[src/rtl/mem_store_buffer.sv]
// Write-back store buffer between the MEM stage and dm_4k: stores queue in a
// FIFO and drain when the port is free, loads bypass it and stall on word hits.
module mem_store_buffer #(
    parameter int DEPTH = 4,
    parameter int PTR_W = 2
) (
    input  logic             clk,
    input  logic             rst_n,
    input  logic             i_req_valid,
    input  logic             i_req_we,
    input  logic [11:0]      i_req_addr,
    input  logic [31:0]      i_req_wdata,
    input  logic [1:0]       i_req_mode,
    output logic             o_req_stall,
    output logic [31:0]      o_load_data,
    input  logic             i_dm_grant,
    output logic [11:0]      o_dm_addr,
    output logic [31:0]      o_dm_din,
    output logic             o_dm_DMWr,
    output logic [1:0]       o_dm_mode,
    input  logic [31:0]      i_dm_dout,
    output logic [PTR_W:0]   o_sb_count,
    output logic             o_sb_empty,
    output logic             o_sb_full
);

    logic [11:0]      r_addr [DEPTH];
    logic [31:0]      r_data [DEPTH];
    logic [1:0]       r_mode [DEPTH];
    logic [PTR_W-1:0] r_head;
    logic [PTR_W-1:0] r_tail;
    logic [PTR_W:0]   r_count;

    logic             w_empty;
    logic             w_full;
    logic             w_hit;
    logic             w_load_go;
    logic             w_drain;
    logic             w_accept;
    logic [PTR_W-1:0] w_offset;

    assign w_empty = (r_count == '0);
    assign w_full  = (r_count == (PTR_W+1)'(DEPTH));

    // An entry is live when its distance from head is below the current count.
    always_comb begin
        w_hit    = 1'b0;
        w_offset = '0;
        for (int i = 0; i < DEPTH; i++) begin
            w_offset = PTR_W'(i) - r_head;
            if (({1'b0, w_offset} < r_count) && (r_addr[i][11:2] == i_req_addr[11:2])) begin
                w_hit = 1'b1;
            end
        end
        w_hit = w_hit & i_req_valid & ~i_req_we;
    end

    assign w_load_go = rst_n & i_req_valid & ~i_req_we & i_dm_grant & ~w_hit;
    assign w_drain   = rst_n & ~w_load_go & i_dm_grant & ~w_empty;
    assign w_accept  = rst_n & i_req_valid & i_req_we & ~w_full;

    always_comb begin
        o_dm_addr   = '0;
        o_dm_din    = '0;
        o_dm_mode   = '0;
        o_dm_DMWr   = 1'b0;
        o_load_data = '0;
        if (w_load_go) begin
            o_dm_addr   = i_req_addr;
            o_dm_mode   = i_req_mode;
            o_load_data = i_dm_dout;
        end else if (w_drain) begin
            o_dm_addr = r_addr[r_head];
            o_dm_din  = r_data[r_head];
            o_dm_mode = r_mode[r_head];
            o_dm_DMWr = 1'b1;
        end
    end

    assign o_req_stall = rst_n & i_req_valid & (i_req_we ? w_full : (~i_dm_grant | w_hit));
    assign o_sb_count  = r_count;
    assign o_sb_empty  = w_empty;
    assign o_sb_full   = w_full;

    always_ff @(posedge clk) begin
        if (w_accept) begin
            r_addr[r_tail] <= i_req_addr;
            r_data[r_tail] <= i_req_wdata;
            r_mode[r_tail] <= i_req_mode;
        end
    end

    // Accept and drain in the same cycle leave the count unchanged.
    always_ff @(posedge clk or negedge rst_n) begin
        if (!rst_n) begin
            r_head  <= '0;
            r_tail  <= '0;
            r_count <= '0;
        end else begin
            if (w_accept) begin
                r_tail <= r_tail + 1'b1;
            end
            if (w_drain) begin
                r_head <= r_head + 1'b1;
            end
            if (w_accept && !w_drain) begin
                r_count <= r_count + 1'b1;
            end else if (!w_accept && w_drain) begin
                r_count <= r_count - 1'b1;
            end
        end
    end

endmodule
[config.mk]
export PLATFORM = sky130hd
export DESIGN_NAME = mem_store_buffer
export DESIGN_NICKNAME = d
export VERILOG_FILES = /design/src/rtl/mem_store_buffer.sv
export SDC_FILE = /design/constraint.sdc
export NUM_CORES = 1
export LEC_CHECK = 0
export BUFFER_PORTS_ARGS = -buffer_cell sky130_fd_sc_hd__buf_2
export CORE_MARGIN = 2
export CORE_UTILIZATION = 30
export DETAILED_ROUTE_END_ITERATION = 8
export PLACE_DENSITY_LB_ADDON = 0.05
export SLEW_MARGIN = 20
export SYNTH_ARGS = -nofsm -noshare
export SYNTH_HDL_FRONTEND = slang
export SYNTH_SLANG_ARGS = --single-unit
[constraint.sdc]
create_clock -name clk -period 4 [get_ports clk]
set_clock_uncertainty 0.2 [all_clocks]
set_input_delay 0.2 -clock clk [delete_from_list [all_inputs] [get_ports clk]]
set_output_delay 0.2 -clock clk [all_outputs]
set_load 0.03 [all_outputs]
# --- After elaboration in Yosys (flattened, before gate mapping) ---
# Memory sizes are Yosys's and may differ from the RTL's.
# Index checks and enable logic that the tools add are counted.
word_totals:
  regBits: 7
  latch_bits: 0
  mem_bits_rw: 184
  rom_bits: 0
  out_inout_bits: 85
  elab_cells: 70
  n_memories: 3
op_classes:
  n_addsub: 8
  mul: 0
  div_mod_pow: 0
  order_cmp: 4
  n_eq_ne: 5
  n_shift: 0
  n_mux: 18
  n_bitwise: 19
  reduce_logical: 10
mem_list:
  columns: ["memory", "words", "width", "read_ports", "rd_ports_with_merged_regs", "write_ports", "line", "source"]
  rows:
  - ["r_data", 4, 32, 1, 0, 1, "28", "logic [31:0] r_data [DEPTH];"]
  - ["r_addr", 4, 12, 5, 0, 1, "27", "logic [11:0] r_addr [DEPTH];"]
  - ["r_mode", 4, 2, 1, 0, 1, "29", "logic [1:0] r_mode [DEPTH];"]
ops:
  columns: ["operator", "n"]
  rows:
  - ["32-bit 2-to-1 mux", 3]
  - ["10-bit == test", 4]
  - ["12-bit 2-to-1 mux", 2]
  - ["1-bit AND", 12]
  - ["2-bit by 3-bit < comparator with 1-bit output", 4]
  - ["1-bit 2-to-1 mux", 9]
  - ["1-bit logical AND", 6]
  - ["3-bit 2-to-1 mux", 2]
  - ["1-bit NOT", 6]
  - ["2-bit by 1-bit adder with 2-bit output, second input constant", 2]
  - ["2-bit 2-to-1 mux", 2]
  - ["1-bit by 2-bit subtractor with 2-bit output, first input constant", 2]
  - ["2-bit subtractor, first input constant", 2]
  - ["3-bit by 1-bit adder with 3-bit output, second input constant", 1]
  - ["3-bit == test, second input constant", 1]
  - ["3-bit logical NOT", 1]
  - ["3-bit by 1-bit subtractor with 3-bit output, second input constant", 1]
  - ["1-bit logical NOT", 2]
  - ["2-bit nonzero test", 1]
  - ["1-bit bitwise OR", 1]

# --- Depth between registers and ports, before layout ---
# Gate-level depths: netlist of the first run.
depth:
  word_depth: 18
  mapped_depth: 18
  depth_no_buf: 14

# --- Worst setup path before layout of the first run ---
# No wires, ideal clock.
synth_path:
  kind: "reg-to-reg"
  startpoint: "register r_head[0]"
  endpoint: "register r_count[1], in the netlist o_sb_count[1]"
  setup_time_ns: 0.125
  arrival_time_ns: 3.838
  slack_ns: -0.163
  path_stages_with_launch: 17
  n_path_buf: 4
  period_less_slack_ns: 4.163
  path_cell_list: "dfrtp_1 > buf_2 > buf_2 > buf_1 > xor2_1 > inv_1 > ha_1 > a21oi_1 > o21ai_1 > or4_4 > nor4b_4 > buf_6 > or2_1 > ha_1 > inv_1 > fa_1 > mux2_2"
synth_between:
  elab_chain_len: 18
synth_lines:
  columns: ["element", "line", "source"]
  rows:
  - ["start: declaration", "30", "logic [PTR_W-1:0] r_head;"]
  - ["start signal: assignment", "104", "r_head <= r_head + 1'b1;"]
  - ["1-bit by 2-bit subtractor with 2-bit output", "50", "w_offset = PTR_W'(i) - r_head;"]
  - ["2-bit by 3-bit < comparator with 1-bit output", "51", "if (({1'b0, w_offset} < r_count) && (r_addr[i][11:2] == i_req_addr[11:2])) begin"]
  - ["1-bit logical AND", "51", null]
  - ["1-bit 2-to-1 mux (3 in series)", "51", null]
  - ["1-bit 2-to-1 mux (*)", "51", null]
  - ["1-bit AND (*) (2 in series)", "55", "w_hit = w_hit & i_req_valid & ~i_req_we;"]
  - ["1-bit NOT (*)", "58", "assign w_load_go = rst_n & i_req_valid & ~i_req_we & i_dm_grant & ~w_hit;"]
  - ["1-bit AND (*)", "58", null]
  - ["1-bit NOT (*)", "59", "assign w_drain = rst_n & ~w_load_go & i_dm_grant & ~w_empty;"]
  - ["1-bit AND (*) (3 in series)", "59", null]
  - ["1-bit logical NOT", "106", "if (w_accept && !w_drain) begin"]
  - ["1-bit logical AND", "106", null]
  - ["3-bit 2-to-1 mux / 2-bit nonzero test (equally long branches)", null, null]
  - ["end signal: assignment", "107", "r_count <= r_count + 1'b1;"]
  - ["end signal: assignment", "109", "r_count <= r_count - 1'b1;"]
  - ["end: declaration", "32", "logic [PTR_W:0] r_count;"]
# Every way passes the cells marked *; elsewhere a longest branch is shown, timed or not.
# A chain may end at the register's enable or synchronous reset.

# --- Final worst setup path of the first run ---
layout_path:
  startpoint: "register r_head[0]"
  endpoint: "output o_dm_din[27]"
layout_between:
  elab_chain_len: 17
layout_lines:
  columns: ["element", "line", "source"]
  rows:
  - ["1-bit by 2-bit subtractor with 2-bit output", "50", null]
  - ["2-bit by 3-bit < comparator with 1-bit output", "51", null]
  - ["1-bit logical AND", "51", null]
  - ["1-bit 2-to-1 mux (4 in series)", "51", null]
  - ["1-bit AND (2 in series)", "55", null]
  - ["1-bit NOT", "58", null]
  - ["1-bit AND", "58", null]
  - ["1-bit NOT", "59", null]
  - ["1-bit AND (3 in series)", "59", null]
  - ["32-bit 2-to-1 mux", "72", "end else if (w_drain) begin"]
  - ["32-bit 2-to-1 mux (*)", "68", "if (w_load_go) begin"]
  - ["end: declaration", "18", "output logic [31:0] o_dm_din,"]
# Marks and branches as above.

==> summary.txt, run 1 <==
Outcome
  • Status: completed

Floorplanning
  • Row count: 61
  • Die H: 173 µm
  • IO Pins: 168
  • Die area: 0.0299 mm²
  • Starting Density: 0.307
  • CORE AREA: 0.0279 mm²
  • Die Wd: 173 µm

Layout
  • # nets final: 788
  • Antenna Cells: 0
  • Reg area: 0.00571 mm²
  • Area of the multi-input gates: 0.00266 mm²
  • # fillers: 2640
  • Layout cells sized above 1: 0.395
  • Layout area overhead: 27.7%

Global route
  • Vias in the first global route: 5379
  • GR Util All Layers: 0.142
  • Antenna violations before repair: 0
  • Largest net degree at the start of global routing: 52
  • Total congestion overflow: 0
  • First-pass GRT wire length: 32.1 mm

Pwr
  • P_leak: 4.02 nW
  • Max rail drop VDD: 260 µV
  • Sw frac: 0.314
  • Overall Power: 0.00591 W
  • Net load switching power: 0.00185 W
  • Total power per unit cell area: 540 mW/mm²
  • Sequential share of power: 0.414
  • Internal power: 0.00405 W
  • Combinational share of power: 0.299
  • Clock power share: 0.287

STA
  • Setup TNS: 0 ns
  • Unrepaired setup endpoints after global routing: no
  • Worst slew margin: 0.363
  • Fin crit share: 0.931
  • Worst Tran Pin Value: 0.955 ns
  • Max Slew Vio Count: 0
  • Minimum clock period: 3.72 ns
  • Worst Slack Setup Final: 0.277 ns
  • Max Fclk: 0.269 GHz
  • Final setup violation count: 0
  • Final Hold Fails: 0

CTS
  • CTS tree: yes
  • Worst-case clock buffer depth: 2
  • CTS H-Tree Depth: 4
  • Clock-pin slew on the worst setup and hold paths: 0.07 ns
  • Setup Fix Bufs, Post-CTS: 0
  • CTS sink count: 191
  • Insertion delay to the later sink of the worst-skew pair: 0.43 ns
  • CTS resizes: 0
  • CTS Buf Count: 17
  • CTS Root Cell: clkbuf_16

Synth
  • Synth warn: 0
  • Post-Syn Nets: 577
  • Post-Syn Area per Cell: 17.7 µm²
  • Synth Cell Area: 0.00857 mm²
  • Post-synthesis sequential area ratio: 0.665
  • Yosys cell types: 39
  • Post-synthesis cell count: 484
  • Yosys reg bits: 191

Hold path
  • Hold crit path type: in -> reg
  • Hold depth: 4
  • Hold_sp: i_req_valid
  • Hold endpoint: r_tail[0]

Critical path
  • Setup Crit Path Kind: reg -> out
  • CP Data Required Time: 3.60 ns
  • Depth of the worst register-to-register path: 12
  • R2r endpoint: o_sb_count[1]
  • Crit start category: flip-flop
  • CP max FO: 49
  • Flop-to-flop setup slack: 0.50 ns
  • WP data arrival: 3.32 ns
  • Endpoint class of the critical path: output port
  • RR Startpoint: r_head[0]
  • Worst setup startpoint: r_head[0]

Drt
  • Antenna-violating nets left: 0
  • Routed len/inst: 19.1 µm
  • Initial detailed-routing violation count: 310
  • DR pass1 iterations: 4
  • Via count: 5011
  • Drt total wl: 20.7 mm
  • # DRC: 0
  • Vias per inst: 4.61

Place
  • PortBufs: 167
  • Gpl congestion: 0.826
  • Hpwl dp: 12.5 mm
  • Place WS: 0.503 ns

Run
  • Max cap viols: 0
==> power groups by stage <==
| stage | clock network, W | logic [W] | registers (W) |
|---|---|---|---|
| after floorplan | 0 | 0.00129 | 0.00247 |
| after global placement | 0 | 0.00177 | 0.00249 |
| after detailed placement | 0 | 0.00177 | 0.00250 |
| after CTS | 0.00175 | 0.00182 | 0.00245 |
| after global routing | 0.00183 | 0.00193 | 0.00247 |
| final | 0.00170 | 0.00176 | 0.00245 |
==> per-layer routing <==
metal	vias to the layer above	track usage	routed length (µm)
met5	-	0	0
met4	0	0.0307	167
li1	2287	-	-
met1	2558	0.174	9010
met2	154	0.255	10500
met3	12	0.0345	1040
==> cell type report <==
class | instances | share of cell area
repair buffers | 226 | 0.134
clock inverters | 15 | 0.0156
multi-input cells | 249 | 0.243
well taps | 378 | 0.0432
inverters | 10 | 0.00343
clock buffers | 17 | 0.0389
flip-flops and latches | 191 | 0.521
==> worst max path at each step <==
stage                          to  slack, ns  depth (start not counted)
floorplan           o_sb_count[1]       0.01                         16
global placement    o_sb_count[1]       0.54                         12
detailed placement  o_sb_count[1]       0.50                         12
CTS                 o_dm_addr[11]       0.17                          9
global route        o_dm_addr[11]       0.05                         10
finish               o_dm_din[27]       0.28                         10
==> cells in the final DEF (no fill, tap or decap), types with 5 or more instances in the layout <==
| cell | netlist | routed |
|---|---|---|
| mux2_4 | 12 | 12 |
| buf_2 | 17 | 167 |
| nand4_1 | 5 | 5 |
| mux4_2 | 46 | 46 |
| dfrtp_1 | 7 | 5 |
| nor4_1 | 7 | 7 |
| nand2_1 | 6 | 6 |
| nor3b_1 | 33 | 33 |
| xnor2_1 | 8 | 8 |
| dlygate4sd3_1 | 0 | 50 |
| nor2b_1 | 14 | 14 |
| edfxtp_1 | 184 | 184 |
| xor2_1 | 37 | 37 |
| inv_1 | 10 | 10 |
| buf_12 | 0 | 5 |
| and2_1 | 36 | 32 |
| clkbuf_16 | 0 | 17 |
| ha_1 | 9 | 9 |
| nor2_1 | 6 | 6 |
==> worst max-delay path, cell delays in order (launching register included) <==
cell and delay [ns]:
dfrtp_4 0.57, xor2_1 0.21, inv_1 0.07, ha_1 0.27
a21oi_1 0.13, o21ai_1 0.07, or4_4 0.52, nor4b_4 0.16
buf_12 0.20, nor3b_1 0.39, buf_2 0.28
==> through the flow <==
step                hold WS (ns)  instance area [µm²]   util  instances
CTS                       0.0806                10900  0.392       1086
floorplan                 -0.296                 8570      -        484
global placement          -0.125                 9840  0.352       1004
finish                    0.0973                10900  0.392       1086
global route               0.133                10900  0.392       1086
detailed placement        -0.130                 9840  0.352       1004
==> kinds of logic after synthesis <==
| family | Yosys count | share of synthesized area |
|---|---|---|
| buffers and inverters | 44 | 0.0244 |
| muxes | 61 | 0.146 |
| DFF | 191 | 0.665 |
| adders and majority gates | 10 | 0.0155 |
| and+or+nand+nor | 118 | 0.0901 |
| AOI/OAI and AO/OA | 15 | 0.0127 |
| xor gates and xnor gates | 45 | 0.0460 |
==> synthesized netlist by cell type (all sizes together) <==
| library cell | n | area, µm² |
|---|---|---|
| a21boi | 1 | 7.51 |
| a21oi | 4 | 20.0 |
| and2 | 36 | 225 |
| and4 | 1 | 8.76 |
| buf | 21 | 123 |
| clkbuf | 13 | 48.8 |
| dfrtp | 7 | 175 |
| edfxtp | 184 | 5530 |
| fa | 1 | 20.0 |
| ha | 9 | 113 |
| inv | 10 | 37.5 |
| mux2 | 15 | 214 |
| mux4 | 46 | 1040 |
| nand2 | 6 | 22.5 |
| nand2b | 2 | 12.5 |
| nand3 | 2 | 10.0 |
| nand3b | 1 | 7.51 |
| nand4 | 5 | 31.3 |
| nor2 | 6 | 22.5 |
| nor2b | 14 | 87.6 |
| nor3 | 1 | 5.00 |
| nor3b | 33 | 248 |
| nor4 | 7 | 43.8 |
| nor4b | 1 | 23.8 |
| o211ai | 1 | 12.5 |
| o21ai | 4 | 20.0 |
| o21bai | 2 | 15.0 |
| o221ai | 1 | 8.76 |
| o311ai | 1 | 16.3 |
| o31a | 1 | 8.76 |
| or2 | 2 | 12.5 |
| or4 | 1 | 11.3 |
| xnor2 | 8 | 70.1 |
| xor2 | 37 | 324 |
==> registers in the layout, summed over array words and instances, names as in the netlist <==
signal / count
r_mode: 8
o_sb_count: 3
r_tail: 2
r_data: 128
r_head: 2
r_addr: 48
==> timing repair <==
| item | 4_1_cts | 5_1_grt |
|---|---|---|
| setup endpoints to repair | 0 | 0 |
| hold buffers | 50 | 0 |
| hold endpoints to repair | 192 | 0 |
Power figures use the tool's default switching activity.
==> inputs of run 2 (changes only) <==
--- a/config.mk
+++ b/config.mk
@@ -7,9 +7,8 @@
 export LEC_CHECK = 0
 export BUFFER_PORTS_ARGS = -buffer_cell sky130_fd_sc_hd__buf_2
 export CORE_MARGIN = 2
-export CORE_UTILIZATION = 30
+export CORE_UTILIZATION = 40
 export DETAILED_ROUTE_END_ITERATION = 8
-export PLACE_DENSITY_LB_ADDON = 0.05
 export SLEW_MARGIN = 20
 export SYNTH_ARGS = -nofsm -noshare
 export SYNTH_HDL_FRONTEND = slang
==> run 2 against run 1 <==
Compared with the run above:
- global-route usage rose by 2.2 points
- clock power fell by 3%
- setup slack improved by 0.029 ns
- critical path type unchanged
==> summary.txt, run 2 (same netlist as run 1, synthesis figures left out) <==
Floorplanning
  • CORE AREA: 0.0210 mm²
  • Row count: 53
  • Die H: 150 µm
  • IO Pins: 168
  • Die area: 0.0226 mm²
  • Die Wd: 150 µm
  • Starting Density: 0.408

Global route
  • Vias in the first global route: 5133
  • Total congestion overflow: 0
  • First-pass GRT wire length: 27.5 mm
  • Largest net degree at the start of global routing: 82
  • GR Util All Layers: 0.164
  • Antenna violations before repair: 0

Critical path
  • Endpoint class of the critical path: output port
  • Buf/Inv on CP: 3
  • Crit start category: flip-flop
  • Setup Crit Path Kind: reg -> out
  • CP top delay family: buffers and inverters
  • CP max FO: 81
  • Crit-path slowest cell: buf_4
  • Flop-to-flop setup slack: 0.47 ns
  • CP peak stage delay: 0.61 ns
  • Worst path cell trace: buf_4, ha_1, o21bai_1, nand4_1, o211ai_2, nor4b_4, buf_12, mux2_2, buf_2
  • CP Data Required Time: 3.60 ns
  • WP data arrival: 3.29 ns

Pwr
  • Max rail drop VDD: 304 µV
  • Sequential share of power: 0.421
  • Net load switching power: 0.00182 W
  • Internal power: 0.00400 W
  • Clock power share: 0.284
  • Sw frac: 0.313
  • Total power per unit cell area: 539 mW/mm²
  • P_leak: 4.04 nW
  • Combinational share of power: 0.295

CTS
  • CTS resizes: 0
  • Worst-case clock buffer depth: 2
  • CTS Root Cell: clkbuf_16
  • Clock-pin slew on the worst setup and hold paths: 0.07 ns
  • Hold Buf Count CTS: 49
  • CTS Buf Count: 17
  • CTS H-Tree Depth: 4
  • Insertion delay to the later sink of the worst-skew pair: 0.42 ns
  • CTS sink count: 191
  • CTS tree: yes
  • Setup Fix Bufs, Post-CTS: 0

Layout
  • Area of the multi-input gates: 0.00266 mm²
  • Antenna Cells: 0
  • Largest regs: r_data (128), r_addr (48), r_mode (8)
  • Layout area overhead: 26.1%
  • Max FFs per register: 128
  • Commonest non-fill, non-tap cell in the layout: edfxtp_1
  • Final Instance Area: 0.0108 mm²
  • # fillers: 1749
  • Reg area: 0.00571 mm²
  • # nets final: 791
  • Commonest non-fill, non-tap cells in the layout: edfxtp_1, buf_2, dlygate4sd3_1
  • Largest Register: r_data
  • Layout cells sized above 1: 0.399

Outcome
  • Status: completed

STA
  • Fin crit share: 0.923
  • Worst slew margin: 0.448
  • Final Hold Fails: 0
  • Worst Tran Pin Value: 0.828 ns
  • Final setup violation count: 0
  • Worst Slack Setup Final: 0.307 ns
  • Minimum clock period: 3.69 ns
  • Unrepaired setup endpoints after global routing: no
  • Max Slew Vio Count: 0
  • Max Fclk: 0.271 GHz
  • Setup TNS: 0 ns

Drt
  • Antenna-violating nets left: 0
  • Routed len/inst: 18.5 µm
  • # DRC: 0
  • Initial detailed-routing violation count: 233
  • Drt total wl: 18.2 mm
  • Vias per inst: 5.03
  • Via count: 4955
  • DR pass1 iterations: 4

Place
  • Gpl congestion: 0.807
  • Placed inst area: 0.00972 mm²
  • Place WS: 0.467 ns
  • PortBufs: 167
  • Hpwl dp: 11.1 mm

Hold path
  • Hold crit path type: in -> reg

Run
  • Max cap viols: 0
==> run 2: path summary, 6_finish.rpt <==
| check | startpoint | endpoint | cells after the start |
|---|---|---|---|
| worst max-delay path | r_head[1] | o_dm_mode[1] | 9 |
| min in group asynchronous | rst_n | r_head[0] | 3 |
| worst min-delay path | i_req_we | r_head[0] | 4 |
| worst min register to register | r_tail[1] | r_tail[1] | 2 |
| max in group asynchronous | rst_n | r_head[0] | 3 |
| worst max register to register | r_head[0] | o_sb_count[1] | 12 |
==> run 2: metrics by stage <==
step	std cells	total power (W)	util	hold slack [ns]
after floorplan	484	0.00377	-	-0.296
after global placement	905	0.00419	0.462	-0.133
after detailed placement	905	0.00421	0.462	-0.123
after CTS	986	0.00591	0.514	0.0250
after global routing	986	0.00611	0.514	0.0381
final	986	0.00582	0.514	0.0556
==> run 2: metal layers <==
metal  share of wire  track usage  up-vias
met4          0.0065       0.0443        0
met2            0.50        0.281      183
met5               0            0        -
met1            0.42        0.203     2469
li1                -            -     2297
met3           0.075       0.0497        6
==> run 2: tightest hold or removal path: cells and delay by family <==
| kind | cells | cell delay (ns) |
|---|---|---|
| simple gates | 2 | 0.18 |
| compound gates | 1 | 0.13 |
| buf+inv | 1 | 0.11 |
==> run 2: power by group through the flow <==
stage | Clock [W] | Combinational, W | Sequential, W
2_1_floorplan | 0 | 0.00129 | 0.00247
3_3_place_gp | 0 | 0.00170 | 0.00249
3_5_place_dp | 0 | 0.00171 | 0.00250
4_1_cts | 0.00170 | 0.00176 | 0.00246
5_1_grt | 0.00177 | 0.00186 | 0.00247
6_report | 0.00165 | 0.00172 | 0.00245
==> run 2: final cells by class <==
| class | instances | share of cell area |
|---|---|---|
| clock buffers | 17 | 0.0394 |
| flip-flops and latches | 191 | 0.528 |
| multi-input cells | 249 | 0.246 |
| clock inverters | 15 | 0.0156 |
| repair buffers | 229 | 0.135 |
| well taps | 275 | 0.0318 |
| inverters | 10 | 0.00347 |
